<file path="src/rtl/sc_spi_pkg.sv">
// Shared types and constants for the SPI engine arbiter.
// Holds the sequencer states, the datapath widths and an index-width helper.
package sc_spi_pkg;

  localparam int SPI_DW_W   = 9;
  localparam int SPI_DATA_W = 32;
  localparam int NREQ_MAX   = 8;

  typedef enum logic [2:0] {
    IDLE,
    STRT,
    WBSY,
    XFER,
    HOLD
  } state_t;

  // Never returns less than 1, so a counter or an index always has at least one bit.
  function automatic int clog2(input int n);
    int r;
    r = 1;
    for (int i = 1; i < 31; i++) begin
      if ((1 << r) < n) r = r + 1;
    end
    return r;
  endfunction

endpackage

</file>
<file path="src/rtl/sc_spi_rrarb.sv">
// Combinational round-robin picker.
// The search starts at the requester just after the pointer and wraps around.
module sc_spi_rrarb
  import sc_spi_pkg::*;
#(
  parameter int NREQ = 4,
  parameter int IW   = clog2(NREQ)
) (
  input  logic [NREQ-1:0] i_req,
  input  logic [IW-1:0]   i_ptr,
  output logic [NREQ-1:0] o_gnt,
  output logic [IW-1:0]   o_idx,
  output logic            o_any
);

  logic [IW-1:0] w_cand;

  always_comb begin
    o_gnt  = '0;
    o_idx  = '0;
    o_any  = 1'b0;
    w_cand = '0;
    for (int k = 1; k <= NREQ; k++) begin
      w_cand = IW'((int'(i_ptr) + k) % NREQ);
      if (!o_any && i_req[w_cand]) begin
        o_any         = 1'b1;
        o_idx         = w_cand;
        o_gnt[w_cand] = 1'b1;
      end
    end
  end

endmodule

</file>
<file path="src/rtl/sc_spi_arb.sv">
// Shares one SPI protocol engine between NREQ requesters.
// Round-robin grant, start/busy sequencing, lock-driven CS extension and RX routing.
module sc_spi_arb
  import sc_spi_pkg::*;
#(
  parameter int NREQ    = 4,
  parameter int BSY_TMO = 4
) (
  input  logic                       i_spiclk,
  input  logic                       i_sysrst,
  input  logic [NREQ-1:0]            i_req,
  input  logic [NREQ-1:0]            i_req_lock,
  input  logic [NREQ*SPI_DW_W-1:0]   i_req_dwidth,
  input  logic [NREQ-1:0]            i_req_border,
  input  logic [NREQ*SPI_DATA_W-1:0] i_req_txdata,
  output logic [NREQ-1:0]            o_gnt,
  output logic [NREQ-1:0]            o_done,
  output logic [NREQ-1:0]            o_req_rxvalid,
  output logic                       o_err,
  output logic                       o_spistart,
  output logic                       o_csextend,
  output logic [SPI_DW_W-1:0]        o_dwidth,
  output logic                       o_border,
  output logic [SPI_DATA_W-1:0]      o_txdata,
  input  logic                       i_spibusy,
  input  logic                       i_rxvalid
);

  localparam int IW = clog2(NREQ);
  localparam int CW = clog2(BSY_TMO + 1);

  state_t            r_state, w_nstate;
  logic [IW-1:0]     r_owner, w_nowner, r_rrptr, w_nrrptr, w_pickIdx;
  logic [CW-1:0]     r_cnt, w_ncnt;
  logic [NREQ-1:0]   r_gnt, w_ngnt, r_done, w_ndone, w_pickGnt;
  logic              r_err, w_nerr, w_pickAny, w_granted;
  logic              w_lock, w_req, w_border;
  logic [SPI_DW_W-1:0]   w_dwidth;
  logic [SPI_DATA_W-1:0] w_txdata;

  sc_spi_rrarb #(.NREQ(NREQ), .IW(IW)) u_rrarb (
    .i_req (i_req),
    .i_ptr (r_rrptr),
    .o_gnt (w_pickGnt),
    .o_idx (w_pickIdx),
    .o_any (w_pickAny)
  );

  always_comb begin
    w_lock   = 1'b0;
    w_req    = 1'b0;
    w_border = 1'b0;
    w_dwidth = '0;
    w_txdata = '0;
    for (int i = 0; i < NREQ; i++) begin
      if (r_owner == IW'(i)) begin
        w_lock   = i_req_lock[i];
        w_req    = i_req[i];
        w_border = i_req_border[i];
        w_dwidth = i_req_dwidth[i*SPI_DW_W +: SPI_DW_W];
        w_txdata = i_req_txdata[i*SPI_DATA_W +: SPI_DATA_W];
      end
    end
  end

  always_ff @(posedge i_spiclk or posedge i_sysrst) begin
    if (i_sysrst) begin
      r_state <= IDLE;
      r_owner <= '0;
      r_rrptr <= IW'(NREQ - 1);
      r_cnt   <= '0;
      r_gnt   <= '0;
      r_done  <= '0;
      r_err   <= 1'b0;
    end else begin
      r_state <= w_nstate;
      r_owner <= w_nowner;
      r_rrptr <= w_nrrptr;
      r_cnt   <= w_ncnt;
      r_gnt   <= w_ngnt;
      r_done  <= w_ndone;
      r_err   <= w_nerr;
    end
  end

  // DONE and ERR are one-cycle pulses, so they default low every cycle.
  always_comb begin
    w_nstate = r_state;
    w_nowner = r_owner;
    w_nrrptr = r_rrptr;
    w_ncnt   = r_cnt;
    w_ngnt   = r_gnt;
    w_ndone  = '0;
    w_nerr   = 1'b0;
    unique case (r_state)
      IDLE: begin
        if (w_pickAny) begin
          w_nowner = w_pickIdx;
          w_nrrptr = w_pickIdx;
          w_ngnt   = w_pickGnt;
          w_nstate = STRT;
        end
      end
      STRT: begin
        w_ncnt   = '0;
        w_nstate = WBSY;
      end
      WBSY: begin
        if (i_spibusy) begin
          w_nstate = XFER;
        end else if (r_cnt == CW'(BSY_TMO - 1)) begin
          w_nerr   = 1'b1;
          w_ndone  = r_gnt;
          w_ngnt   = '0;
          w_nstate = IDLE;
        end else begin
          w_ncnt = r_cnt + CW'(1);
        end
      end
      XFER: begin
        if (!i_spibusy) begin
          w_ndone = r_gnt;
          if (w_lock) begin
            w_nstate = HOLD;
          end else begin
            w_ngnt   = '0;
            w_nstate = IDLE;
          end
        end
      end
      HOLD: begin
        if (!w_lock) begin
          w_ngnt   = '0;
          w_nstate = IDLE;
        end else if (w_req) begin
          w_nstate = STRT;
        end
      end
      default: begin
        w_ngnt   = '0;
        w_nstate = IDLE;
      end
    endcase
  end

  assign w_granted     = |r_gnt;
  assign o_gnt         = r_gnt;
  assign o_done        = r_done;
  assign o_err         = r_err;
  assign o_spistart    = (r_state == STRT);
  assign o_csextend    = w_granted & w_lock;
  assign o_dwidth      = w_granted ? w_dwidth : '0;
  assign o_border      = w_granted & w_border;
  assign o_txdata      = w_txdata;
  assign o_req_rxvalid = ((r_state == WBSY || r_state == XFER) && i_rxvalid) ? r_gnt : '0;

endmodule

</file>
<file path="config.mk">
export PLATFORM = sky130hd
export DESIGN_NAME = sc_spi_arb
export DESIGN_NICKNAME = d
export VERILOG_FILES = /design/src/rtl/sc_spi_pkg.sv /design/src/rtl/sc_spi_rrarb.sv /design/src/rtl/sc_spi_arb.sv
export SDC_FILE = /design/constraint.sdc
export NUM_CORES = 1
export LEC_CHECK = 0
export BUFFER_PORTS_ARGS = -buffer_cell sky130_fd_sc_hd__buf_4
export CORE_AREA = 2 2 92 94
export DETAILED_ROUTE_END_ITERATION = 10
export DIE_AREA = 0 0 94 96
export GPL_TIMING_DRIVEN = 1
export HOLD_SLACK_MARGIN = 0.05
export PLACE_DENSITY = 0.77
export SLEW_MARGIN = 0
export SYNTH_ARGS = -nofsm -noshare
export SYNTH_HDL_FRONTEND = slang
export SYNTH_SLANG_ARGS = --single-unit
</file>
<file path="constraint.sdc">
create_clock -name i_spiclk -period 2.58 [get_ports i_spiclk]
set_input_delay 0.516 -clock i_spiclk [delete_from_list [all_inputs] [get_ports i_spiclk]]
set_output_delay 0.516 -clock i_spiclk [all_outputs]
set_load 0.02 [all_outputs]
</file>
Word level (Yosys, flattened, before mapping)
Index checks and enable logic that the tools add are counted.

Add/sub/neg operators: 5. $lt $le $gt $ge: 8. Eq/ne operators: 15. Muxes and demuxes: 74. Bitwise operators: 6. Reduce and logical (&&, ||, !) cells: 20.

Operators by type and width (number): $mux 32 (4); $mux 4 (13); $mux 9 (5); $mux 1 (27); $mux 3 (9); $pmux 4 s5 (1); $pmux 3 s5 (1); $lt 2x3->1 const B (4); $or 4x4->4 (3); $eq 3x2->1 const B (3); $bmux 1 s2 (4); $demux 1 s2 (4); $ge 2x1->1 const B (4); $logic_and 1x1->1 (8); $mux 2 (4); $ne 2x2->1 const B (4); $pmux 4 s2 (1); $ne 3x3->1 const B (2); $pmux 3 s2 (1); $reduce_and 5->1 (1); $add 2x1->2 const B (2); $add 2x2->2 const B (2); $eq 2x2->1 const B (2); $reduce_and 4->1 (1); other kinds (15) (18).

Register bits: 19. Input bits: 180. Output and inout port bits: 57. Logic and storage cells: 135.

Longest topological paths before layout
Depth in word-level cells: 15. Depth in mapped cells: 9. Mapped depth without buffers: 7.

By module
Synthesis repeated with hierarchy kept, for this count alone.

Cells, all modules: 249. Area, all modules: 2721.4 um2.

By module, submodules not included: sc_spi_arb (instances 1, cells an instance 163, area each 2092.0 um2, sequential area each 478.0 um2); sc_spi_rrarb (instances 1, cells an instance 86, area each 629.4 um2, sequential area each 0.0 um2).

Worst setup path after synthesis
No wires, ideal clock.

Path kind: register to register. Start: register r_rrptr[1]. End: register r_owner[1]. Arrival: 2.626 ns. Data required time: 2.461 ns. Path slack: -0.165 ns. Stages on the path, launching flop included: 10. Path buffers: 2. Period minus slack after synthesis: 2.745 ns. Cell sequence: dfstp_2 -> clkbuf_1 -> inv_1 -> ha_1 -> clkbuf_1 -> mux2i_1 -> nand2_1 -> a2111o_1 -> a311o_1 -> o21a_1.

Cells in the longest elaborated chain, start to end: 14.

RTL lines: start: declaration (line sc_spi_arb.sv:33) `logic [IW-1:0] r_owner, w_nowner, r_rrptr, w_nrrptr, w_pickIdx;`; start signal: assignment (line sc_spi_arb.sv:70) `r_rrptr <= IW'(NREQ - 1);`; start signal: assignment (line sc_spi_arb.sv:78) `r_rrptr <= w_nrrptr;`; $add 2x1->2 (line sc_spi_rrarb.sv:24) `w_cand = IW'((int'(i_ptr) + k) % NREQ);`; $bmux 1 s2 (line sc_spi_rrarb.sv:25) `if (!o_any && i_req[w_cand]) begin`; $mux 1 (implied by the code) (line sc_spi_rrarb.sv:25); $mux 1 (line sc_spi_rrarb.sv:25); $logic_not 1->1 (line sc_spi_rrarb.sv:25); $logic_and 1x1->1 (line sc_spi_rrarb.sv:25); $mux 1 (line sc_spi_rrarb.sv:25); $logic_not 1->1 (line sc_spi_rrarb.sv:25); $logic_and 1x1->1 (line sc_spi_rrarb.sv:25); $mux 1 (line sc_spi_rrarb.sv:25); $logic_not 1->1 (line sc_spi_rrarb.sv:25); $logic_and 1x1->1 (line sc_spi_rrarb.sv:25); $mux 1 (line sc_spi_rrarb.sv:25); $reduce_and 2->1 (no source line); end signal: assignment (line sc_spi_arb.sv:77) `r_owner <= w_nowner;`; end: declaration (line sc_spi_arb.sv:33).

Several ways; a longest one is shown, not always the timed one. The select of a mux whose other input is x is not followed. A chain may end at the register's enable or synchronous reset.

Worst setup path in the final report
Start: register r_owner[0]. End: output o_txdata[9].

Cells in the longest elaborated chain, start to end: 5.

RTL lines: $logic_not 2->1 (line sc_spi_arb.sv:56) `if (r_owner == IW'(i)) begin`; $mux 32 (3 in series) (line sc_spi_arb.sv:56); $mux 32 * (line sc_spi_arb.sv:56); end: declaration (line sc_spi_arb.sv:24) `output logic [SPI_DATA_W-1:0] o_txdata,`.

Every way passes the cells marked *; elsewhere a longest branch is shown, timed or not.

==> impl_metrics.json <==
{
  "power.total_uw": 4540,
  "critPathArrivalTime_ps": 1930,
  "wl_um": 10700,
  "grt_use_met1": 0.292,
  "ir_drop_mv": 0.427,
  "max-slew-margin-rel": 0.533,
  "ys_ff_latch": 19,
  "grt_pass1_vias": 2923,
  "min_path_type": "input port to asynchronous set/reset pin",
  "postLayoutCoreUtil": 0.555,
  "yosysTopAreaCellShare": 0.394,
  "path_class": "register to primary output",
  "synth_area_um2": 2510,
  "worstMarginPinSlew_ps": 699,
  "async_flop_share": 1.00,
  "r2r_end": "r_owner[1]$_DFFE_PP0P_",
  "cts_inserted_buffers": 3,
  "grt_pass1_wl_um": 14700,
  "cts_setup_buffers": 0,
  "grt_overflow": 0,
  "via_count": 2945,
  "portBuffers": 236,
  "yosys_warnings": 0,
  "setup_viol": 0,
  "p_leak_uw": 0.00217,
  "coreArea_um2": 8050,
  "clock_latency_ps": 250,
  "report.final.slew_viol_count": 0,
  "grt-busiest-layer": "met2",
  "hold_buffers": 0,
  "antenna_found_initial": 0,
  "multiInputGateArea_um2": 1910,
  "clkSlewWorstSetupHoldPaths_ps": 70,
  "synth.distinct_cells": 46,
  "design.die.area_um2": 9020,
  "status": "finished, final reports clean",
  "fin_crit_ps": 2450,
  "die_x_um": 94,
  "ff2ff_path_depth": 7,
  "final_cell_count_no_fill": 554,
  "drive_above_1_share": 0.682,
  "diodes": 0,
  "start_util": 0.312,
  "cts_max_level": 1,
  "synth_area_leader_cell": "mux4_2",
  "final.setup.tns_ps": 0,
  "fmax_ghz": 0.408,
  "globalplace.congestion": 0.871,
  "antenna_left": 0,
  "grt_usage": 0.214,
  "synth.avg_cell_area_um2": 11.4,
  "cts_tree": "built",
  "finalHoldViolCount": 0,
  "hpwl_um": 9410,
  "period_share": 0.949,
  "grt_start_max_net_pins": 24,
  "grt_util_met2": 0.362,
  "fillers": 697,
  "ios": 237,
  "die_h_um": 96,
  "p_per_area_nw_per_um2": 1010,
  "synth_nets": 410,
  "crit_fanout": 14,
  "routedWlPerCell_um": 19.4,
  "clk_path_buf_depth": 2,
  "timing.max_cap.violations": 0,
  "ys.flop_type": "dfrtp_1",
  "dp.cells": 550,
  "start_kind": "register",
  "grt_use_met3": 0.0454,
  "root_buffer": "clkbuf_8",
  "reg2reg_from": "r_rrptr[1]$_DFFE_PP1P_",
  "drtPass1Iterations": 4,
  "via_per_inst": 5.32,
  "rows": 33,
  "nets": 640,
  "first_iter_violations": 110,
  "synthTopCellsByArea": "mux4_2 39%, dfrtp_1 17%, ha_1 5.0%, mux2i_1 4.0%, nor2b_1 3.2%",
  "area_delta_synth_final_pct": 77.7,
  "skew_ps": 5.48,
  "critPathCaptureType": "primary output",
  "rsz0062_at_grt": "no",
  "netlist_top_cells_count": "44 x mux4_2, 17 x dfrtp_1, 13 x clkbuf_1, 13 x nand2_1, 13 x nor2b_1",
  "cp.required_ps": 2060,
  "yosysMostFrequentCell": "mux4_2",
  "yosysSeqAreaShare": 0.190,
  "r2r_slack_ps": 170,
  "synth_edf_count": 0,
  "register_area_um2": 483,
  "syn_inst": 220,
  "drc": 0,
  "cts_sinks": 19
}
==> sequential cells by signal, indices dropped and copies added (netlist names) <==
register and cells:
r_cnt 3, r_owner 2, o_err 1, r_rrptr 2
o_done 4, o_gnt 4, r_state 3
==> power by group <==
group / switching [uW] / total [uW] / internal (uW)
combinational: 1830 / 3690 / 1860
sequential: 227 / 646 / 419
clock: 94.5 / 202 / 107
==> placed cells by master, fill, tap and decap left out, types with 3 or more instances in the layout <==
master	netlist	final
buf_4	0	245
mux4_2	44	44
dfrtp_1	17	15
nand2_1	13	13
nor2b_1	13	13
o21ai_0	11	11
mux2i_1	10	10
ha_1	10	10
and3_1	9	9
nor2_1	8	8
inv_1	8	8
a221o_1	6	6
a31oi_1	5	5
nor3_1	4	4
o211ai_1	4	4
and2_1	3	3
a21oi_1	3	3
clkbuf_8	0	3
==> repair_timing <==
item / in CTS / in global routing
endpoints found under the setup margin: 14 / 5
endpoints found under the hold margin: 0 / 0
gates resized for setup: 1 / 1
==> kinds of logic (layout without fill, tap and decap cells) <==
kind of cell / after synthesis / after routing / share of synthesized area
DFF: 19 / 19 / 0.190
buffers and inverters: 30 / 259 / 0.0537
and+or+nand+nor: 59 / 59 / 0.127
muxes: 57 / 57 / 0.449
adders and majority gates: 10 / 10 / 0.0498
AOI/OAI and AO/OA: 44 / 44 / 0.127
xor gates and xnor gates: 1 / 1 / 0.00348
==> stage by stage <==
stage,hold WS [ps],setup WS [ps],cell area (um^2)
after global placement,490,231,4420
after detailed placement,531,188,4420
after floorplan,466,58.0,2520
final,374,130,4470
after CTS,397,41.6,4470
after global routing,447,55.5,4470
==> final cells by class <==
class	instances	share of cell area
multi-input cells	171	0.427
clock inverters	1	0.00112
flip-flops and latches	19	0.108
well taps	105	0.0294
repair buffers	247	0.419
inverters	8	0.00672
clock buffers	3	0.00924
==> per-layer routing <==
metal | share of wire | wire length [um]
met1 | 0.40 | 4310
met2 | 0.50 | 5380
met3 | 0.089 | 951
met4 | 0.0090 | 97
met5 | 0 | 0
==> worst max path at each step <==
| stage | from | end | cells after the start |
|---|---|---|---|
| after floorplan | r_rrptr[1]$_DFFE_PP1P_ | r_owner[1]$_DFFE_PP0P_ | 9 |
| after global placement | r_owner[0]$_DFFE_PP0P_ | o_txdata[15] | 3 |
| after detailed placement | r_rrptr[1]$_DFFE_PP1P_ | r_owner[1]$_DFFE_PP0P_ | 7 |
| after CTS | r_owner[0]$_DFFE_PP0P_ | o_txdata[15] | 3 |
| after global routing | r_rrptr[1]$_DFFE_PP1P_ | r_owner[1]$_DFFE_PP0P_ | 7 |
| final | r_owner[0]$_DFFE_PP0P_ | o_txdata[9] | 4 |
==> critical path, cell delays in order, from the launching register on <==
cell and delay (ps):
dfrtp_4 600, buf_12 180, buf_4 140, mux4_2 560, buf_4 190
Power figures use the tool's default switching activity.
